### config.mk
export PLATFORM = sky130hd
export DESIGN_NAME = fifo_wr_arbiter
export DESIGN_NICKNAME = d
export VERILOG_FILES = /design/src/rtl/fifo_pkg.sv /design/src/rtl/fifo_rr_pick.sv /design/src/rtl/fifo_wr_arbiter.sv
export SDC_FILE = /design/constraint.sdc
export NUM_CORES = 1
export LEC_CHECK = 0
export CORE_MARGIN = 2
export CORE_UTILIZATION = 30
export DETAILED_ROUTE_END_ITERATION = 8
export PLACE_DENSITY = 0.7
export SYNTH_ARGS = -nofsm -noshare
export SYNTH_HDL_FRONTEND = slang
export SYNTH_SLANG_ARGS = --single-unit
export TNS_END_PERCENT = 10
### constraint.sdc
create_clock -name wr_clk -period 3.55 [get_ports wr_clk]
set_input_delay 0.71 -clock wr_clk [delete_from_list [all_inputs] [get_ports wr_clk]]
set_output_delay 0.71 -clock wr_clk [all_outputs]
set_load 0.02 [all_outputs]
### src/rtl/fifo_pkg.sv
// rtl/fifo_pkg.sv - shared types and default sizes for the FIFO write-side arbiter
package fifo_pkg;

  typedef enum logic {ARB_IDLE, ARB_BURST} arb_state_t;

  localparam int ARB_NUM_REQ   = 4;
  localparam int ARB_BURST_MAX = 4;

endpackage

### src/rtl/fifo_rr_pick.sv
// rtl/fifo_rr_pick.sv - combinational round-robin picker
// Returns the first set request after rr_ptr, wrapping modulo N.
module fifo_rr_pick
  import fifo_pkg::*;
#(
  parameter int N  = ARB_NUM_REQ,
  parameter int IW = (N > 1) ? $clog2(N) : 1
) (
  input  logic [N-1:0]  req,
  input  logic [IW-1:0] rr_ptr,
  output logic          valid,
  output logic [IW-1:0] idx
);

  always_comb begin
    int j;
    valid = 1'b0;
    idx   = '0;
    j     = 0;
    // Scan from the farthest candidate down so the nearest one is kept last.
    for (int k = N; k >= 1; k--) begin
      j = (int'(rr_ptr) + k) % N;
      if (req[j[IW-1:0]]) begin
        valid = 1'b1;
        idx   = j[IW-1:0];
      end
    end
  end

endmodule

### src/rtl/fifo_wr_arbiter.sv
// rtl/fifo_wr_arbiter.sv - round-robin burst arbiter for the asfifo write port
// One producer owns the port per grant; full stalls the burst without releasing it.
module fifo_wr_arbiter
  import fifo_pkg::*;
#(
  parameter int NUM_REQ    = ARB_NUM_REQ,
  parameter int DATA_WIDTH = 8,
  parameter int BURST_MAX  = ARB_BURST_MAX,
  parameter int OW         = $clog2(NUM_REQ),
  parameter int CW         = $clog2(BURST_MAX + 1)
) (
  input  logic                          wr_clk,
  input  logic                          wr_rst,
  input  logic [NUM_REQ-1:0]            req,
  input  logic [NUM_REQ-1:0]            last,
  input  logic [NUM_REQ*DATA_WIDTH-1:0] req_data,
  input  logic                          full,
  output logic [NUM_REQ-1:0]            ack,
  output logic [NUM_REQ-1:0]            gnt,
  output logic                          we,
  output logic [DATA_WIDTH-1:0]         data_in,
  output logic                          busy,
  output logic [OW-1:0]                 owner
);

  arb_state_t          r_state;
  logic [NUM_REQ-1:0]  r_gnt;
  logic [OW-1:0]       r_owner;
  logic [OW-1:0]       r_rr_ptr;
  logic [CW-1:0]       r_beat_cnt;

  logic                w_pick_valid;
  logic [OW-1:0]       w_pick_idx;
  logic                w_busy;
  logic                w_owner_req;
  logic                w_we;
  logic                w_last_beat;
  logic                w_release;
  logic [DATA_WIDTH-1:0] w_data;

  fifo_rr_pick #(.N(NUM_REQ), .IW(OW)) u_pick (
    .req    (req),
    .rr_ptr (r_rr_ptr),
    .valid  (w_pick_valid),
    .idx    (w_pick_idx)
  );

  assign w_busy      = (r_state == ARB_BURST);
  assign w_owner_req = req[r_owner];
  assign w_we        = w_busy & w_owner_req & ~full;
  assign w_last_beat = last[r_owner] | (r_beat_cnt == CW'(BURST_MAX - 1));
  // Abandon releases even under backpressure; last only counts on an accepted beat.
  assign w_release   = w_busy & ((w_we & w_last_beat) | ~w_owner_req);

  always_comb begin
    w_data = '0;
    if (w_busy) begin
      for (int i = 0; i < NUM_REQ; i++) begin
        if (r_owner == i[OW-1:0]) w_data = req_data[i*DATA_WIDTH +: DATA_WIDTH];
      end
    end
  end

  always_ff @(posedge wr_clk or negedge wr_rst) begin
    if (!wr_rst) begin
      r_state    <= ARB_IDLE;
      r_gnt      <= '0;
      r_owner    <= '0;
      r_rr_ptr   <= OW'(NUM_REQ - 1);
      r_beat_cnt <= '0;
    end else if (r_state == ARB_IDLE) begin
      if (w_pick_valid) begin
        r_state    <= ARB_BURST;
        r_gnt      <= NUM_REQ'(1) << w_pick_idx;
        r_owner    <= w_pick_idx;
        r_rr_ptr   <= w_pick_idx;
        r_beat_cnt <= '0;
      end
    end else if (w_release) begin
      r_state    <= ARB_IDLE;
      r_gnt      <= '0;
      r_beat_cnt <= '0;
    end else if (w_we) begin
      r_beat_cnt <= r_beat_cnt + CW'(1);
    end
  end

  assign we      = w_we;
  assign ack     = w_we ? r_gnt : '0;
  assign gnt     = r_gnt;
  assign data_in = w_data;
  assign busy    = w_busy;
  assign owner   = r_owner;

  always_ff @(posedge wr_clk) begin
    if (wr_rst) begin
      assert ($onehot0(r_gnt));
      assert (!(w_we && full));
      assert ((ack & ~r_gnt) == '0);
    end
  end

endmodule

==> results_dict.tcl, run 1 <==
set metrics [dict create \
    cp_max_fo 6 \
    synth-edff-count 0 \
    intPower_mw 0.690 \
    tns_ns 0 \
    postCtsHoldBufs 0 \
    vias_per_cell 4.89 \
    p_sw_mw 0.457 \
    final_cell_count_no_fill 196 \
    row_count 20 \
    cts_sinks 12 \
    vias 958 \
    cp.arrival_ns 2.70 \
    endpoint_kind "primary output" \
    grt_first_pass_wirelength_um 4140 \
    fp.dieW_um 60.0 \
    place.gp.congestion 0.694 \
    synth_top_cell_by_area "dfrtp_1" \
    syn_inst 85 \
    synth_flop_cell "dfrtp_1" \
    htree_num_levels 1 \
    syn_area_um2 941 \
    report.final.hold_viol_count 0 \
    startpoint "req[1]" \
    wl_met3_um 377 \
    finClkSkew_ns 0.00574 \
    drv_cap 0 \
    cts_max_path_buffers 2 \
    comb_power_share_pct 67.5 \
    yosysWarnings 0 \
    overflow 0 \
    ys_seq_area_share_pct 32.2 \
    synth-seq-cells 12 \
    cp_cell_sequence "clkdlybuf4s50_1 -> mux4_2 -> and3_1 -> and2_1 -> clkdlybuf4s50_1" \
    io_pins 63 \
    placed_cells 192 \
    ir_drop_mv 0.305 \
    grt_start_max_net_pins 18 \
    powerDensity_nw_per_um2 687 \
    core_um2 3030 \
    setup_violations 0 \
    max_freq_ghz 0.293 \
    relSlewSlack_pct 60.0 \
    cts_resized 0 \
    min_from "r_beat_cnt[0]$_DFFE_PN0P_" \
    rsz0062_at_grt "false" \
    die-area_um2 3600 \
    hold_class "register to register" \
    die_y_um 60.0 \
    mostFrequentLayoutCells "clkdlybuf4s50_1 (62), and2_1 (13), dfrtp_1 (10)" \
    m1WireLength_um 1110 \
    drive_above_1_share_pct 15.8 \
    synth_top_area_share_pct 26.6 \
    cp_slowest_stage_delay_ns 0.53 \
    cts_setup_buffers 0 \
    routedWlPerCell_um 14.3 \
    maxSlewViolCount 0 \
    critical_path_class "input pin to primary output" \
    antennaDiodeCount 0 \
    port_buffers 62 \
    area_growth_pct 77.4 \
    slowest_stage "clkdlybuf4s50_1" \
    p_leak_nw 0.661 \
    drt_iter0_drc 19 \
    clkLatencyLatePin_ns 0.28 \
    start_kind "input pin" \
    syn_nets 130 \
    crit_top_cell "clkdlybuf4s50_1" \
    power_frac_seq_pct 22.9 \
    grt_pass1_vias 917 \
    syn_area_per_cell_um2 11.1 \
    ys_top_cells_by_area "dfrtp_1 (27%), mux4_2 (22%), and2_1 (8.6%)" \
    cts_buffers 3 \
    period_share_pct 96.1 \
    ant_nets 0 \
    status "finished clean" \
    synth.distinct_cells 31 \
    hpwl_um 2220 \
    antenna_found_initial 0 \
    wl_met2_um 1280 \
    grt_usage_pct 15.5 \
    swShare_pct 39.8 \
    cts_tree "yes" \
    wirelength_um 2800 \
    period_minus_slack_ns 3.41 \
    clk_pin_slew_ns 0.07 \
    tightest_slew_ns 0.595 \
    clockPowerShare_pct 9.5 \
    drc 0 \
    cts-root-buf "clkbuf_4" \
    mostFrequentLayoutCell "clkdlybuf4s50_1" \
    start_util_pct 31.1 \
    dr.max_layer_used "met4" \
    dr.pass1.iters 5 \
    synthArstFlopShare_pct 100 \
    cp.required_ns 2.84 \
    nets 198 \
    r2r_start "r_rr_ptr[0]$_DFFE_PN1P_" \
]
-- kinds of logic after synthesis --
logic type      synth area share, %
fa+ha+maj                      2.66
mux                            28.2
simple gates                   20.1
flops                          32.2
buf+inv                        3.46
compound gates                 13.4
-- layer usage --
metal / up-vias / GRT usage, %
met3: 4 / 4.98
met5: - / 0
met4: 0 / 7.62
met1: 443 / 17.2
met2: 56 / 26.6
li1: 455 / -
-- worst paths after layout --
path                                              to  slack [ns]  cells after the start
setup / recovery                              ack[0]        0.14                      5
hold / removal             r_beat_cnt[0]$_DFFE_PN0P_        0.49                      1
setup reg to reg                  gnt[2]$_DFFE_PN0P_        1.90                      4
hold reg to reg            r_beat_cnt[0]$_DFFE_PN0P_        0.49                      1
max in group asynchronous    r_rr_ptr[1]$_DFFE_PN1P_        2.40                      1
min in group asynchronous       owner[0]$_DFFE_PN0P_        0.78                      1
-- power by group through the flow --
stage                     Clock, mW  Sequential, mW  Combinational, mW
after CTS                     0.111           0.264              0.787
after global placement            0           0.263              0.772
final                         0.110           0.263              0.775
after global routing          0.117           0.274              0.830
after floorplan                   0           0.291              0.435
after detailed placement          0           0.266              0.785
-- flip-flops by register name, summed over array words and instances, names as in the netlist --
signal / count
gnt: 4
r_rr_ptr: 2
owner: 2
busy: 1
r_beat_cnt: 3
-- synth_stat cells, drive strengths merged (2+ instances only) --
master / number
nor2b: 3
dfstp: 2
inv: 5
mux4: 9
nand2b: 3
ha: 2
buf: 2
mux2i: 4
dfrtp: 10
and2: 14
o22ai: 2
nand2: 4
o21ai: 2
mux2: 2
a21oi: 4
nor2: 2
o2bb2ai: 2
-- metrics by stage --
stage          total power [mW]  setup slack, ns  hold WS, ns  util [%]  cell area [um^2]
2_1_floorplan             0.726             1.13        0.414         -               941
3_3_place_gp               1.03            0.188        0.468      53.9              1630
3_5_place_dp               1.05            0.153        0.489      53.9              1630
4_1_cts                    1.16            0.130        0.499      55.1              1670
5_1_grt                    1.22           0.0911        0.504      55.1              1670
6_report                   1.15            0.140        0.487      55.1              1670
-- worst max-delay path, delay by kind of cell --
kind / cells / cell delay [ns]
mux: 1 / 0.51
simple gates: 2 / 0.45
buf+inv: 2 / 1.02
-- area by class of cell --
class                   instances  area, um^2
clock buffers                   4        36.3
fillers                       269        1360
inverters                       5        18.8
multi-input cells              65         606
flip-flops and latches         12         303
well taps                      44        55.1
repair buffers                 66         651
Note: power is estimated with default switching activity, not from simulation.
==> inputs of run 2 (changes only) <==
--- a/config.mk
+++ b/config.mk
@@ -5,7 +5,6 @@
 export SDC_FILE = /design/constraint.sdc
 export NUM_CORES = 1
 export LEC_CHECK = 0
-export CORE_MARGIN = 2
 export CORE_UTILIZATION = 30
 export DETAILED_ROUTE_END_ITERATION = 8
 export PLACE_DENSITY = 0.7
==> run 2 against run 1 <==
Effect of this change: the run now ends with design-rule violations left; power fell by 0.62%; non-clock buffer count is 1 lower; worst setup slack improved by 0.0099 ns; clock-buffer cell count unchanged; clock skew down 0.0050 ns; hold slack worse by 0.0051 ns; via count rose by 1.4%; final cell count fell by 7.1%; sequential power is 8.0% higher; critical endpoint unchanged.
==> results_dict.tcl, run 2 (synthesis results as in run 1) <==
set metrics [dict create \
    swShare_pct 40.0 \
    drv_cap 0 \
    core_um2 2850 \
    postCtsHoldBufs 0 \
    clk_pin_slew_ns 0.08 \
    io_pins 63 \
    report.final.hold_viol_count 0 \
    cp_max_fo 6 \
    clkLatencyLatePin_ns 0.27 \
    cts_tree "yes" \
    clockPowerShare_pct 9.6 \
    mostFrequentLayoutCell "clkdlybuf4s50_1" \
    grt_first_pass_wirelength_um 4600 \
    mostFrequentLayoutCells "clkdlybuf4s50_1 (62), and2_1 (13), dfrtp_1 (10)" \
    ant_nets 0 \
    power_frac_seq_pct 24.9 \
    start_util_pct 33.0 \
    powerDensity_nw_per_um2 693 \
    comb_power_share_pct 65.4 \
    wirelength_um 2880 \
    cts-root-buf "clkbuf_4" \
    drc 10 \
    antennaDiodeCount 0 \
    maxSlewViolCount 0 \
    overflow 0 \
    rsz0062_at_grt "false" \
    period_share_pct 95.8 \
    nets 197 \
    cp.arrival_ns 2.69 \
    dr.pass1.iters 7 \
    port_buffers 62 \
    drt_iter0_drc 42 \
    start_kind "input pin" \
    routedWlPerCell_um 15.8 \
    cts_setup_buffers 0 \
    die-area_um2 3360 \
    status "complete, but fails checks" \
    critical_path_class "input pin to primary output" \
    grt_start_max_net_pins 18 \
    fin_util_pct 57.7 \
    hpwl_um 2320 \
    cts_max_path_buffers 2 \
    grt_pass1_vias 1012 \
    ir_drop_mv 0.406 \
    row_count 19 \
    fp.dieW_um 58.0 \
    max_freq_ghz 0.294 \
    p_sw_mw 0.456 \
    vias 971 \
    setup_violations 0 \
    grt_usage_pct 17.9 \
    relSlewSlack_pct 60.2 \
    intPower_mw 0.684 \
    endpoint_kind "primary output" \
    antenna_found_initial 0 \
    largest_reg_flops 4 \
    vias_per_cell 5.34 \
    period_minus_slack_ns 3.40 \
    drive_above_1_share_pct 15.2 \
    hold_class "register to register" \
    cts_buffers 3 \
    cts_sinks 12 \
    tns_ns 0 \
    violations "design-rule violations" \
    cp.required_ns 2.84 \
    p_leak_nw 0.656 \
    cts_resized 0 \
    htree_num_levels 1 \
    tightest_slew_ns 0.592 \
    die_y_um 58.0 \
    finClkSkew_ns 0.000688 \
    place.gp.congestion 0.737 \
    area_growth_pct 74.9 \
]
## run 2: cell types whose count changed in the layout (fill, tap and decap cells not counted), sizes merged
cell / before / now
buf: 4 / 3
## run 2: layout make-up
cell class	count	area, um^2
clock buffers	4	36.3
inverters	5	18.8
well taps	31	38.8
repair buffers	65	643
flip-flops and latches	12	303
multi-input cells	65	606
fillers	263	1210
## run 2: worst paths after layout
check / from / to / slack, ns / cells after the start
worst max-delay path: req[1] / ack[0] / 0.15 / 5
worst min-delay path: r_beat_cnt[0]$_DFFE_PN0P_ / r_beat_cnt[0]$_DFFE_PN0P_ / 0.48 / 1
worst max register to register: owner[1]$_DFFE_PN0P_ / gnt[3]$_DFFE_PN0P_ / 1.74 / 4
worst min register to register: r_beat_cnt[0]$_DFFE_PN0P_ / r_beat_cnt[0]$_DFFE_PN0P_ / 0.48 / 1
max in group asynchronous: wr_rst / r_rr_ptr[0]$_DFFE_PN1P_ / 2.40 / 1
min in group asynchronous: wr_rst / r_beat_cnt[0]$_DFFE_PN0P_ / 0.79 / 1
## run 2: per-layer routing
metal / vias to the layer above / global-route usage [%] / share of wire [%]
li1: 453 / - / -
met1: 458 / 21.5 / 39
met2: 58 / 31.7 / 46
met3: 2 / 4.91 / 14
met4: 0 / 4.08 / 0.42
met5: - / 0 / 0
## run 2: per-stage QoR
step / setup slack [ns] / power, mW / instance area [um^2] / instances / hold WS, ns
6_report: 0.150 / 1.14 / 1650 / 182 / 0.482
5_1_grt: 0.0594 / 1.22 / 1650 / 182 / 0.491
4_1_cts: 0.145 / 1.15 / 1650 / 182 / 0.490
3_5_place_dp: 0.165 / 1.04 / 1610 / 178 / 0.478
3_3_place_gp: 0.191 / 1.03 / 1610 / 178 / 0.468
2_1_floorplan: 1.13 / 0.726 / 941 / 85 / 0.414
## run 2: power by group through the flow
stage          clock network (mW)  registers [mW]  logic [mW]
6_report                    0.110           0.284       0.746
5_1_grt                     0.121           0.300       0.802
4_1_cts                     0.114           0.286       0.755
3_5_place_dp                    0           0.288       0.752
3_3_place_gp                    0           0.287       0.739
2_1_floorplan                   0           0.291       0.435
## run 2: critical path: stages
cell and delay, ns:
clkdlybuf4s50_1 0.50, mux4_2 0.50, and3_1 0.27, and2_1 0.18
clkdlybuf4s50_1 0.54
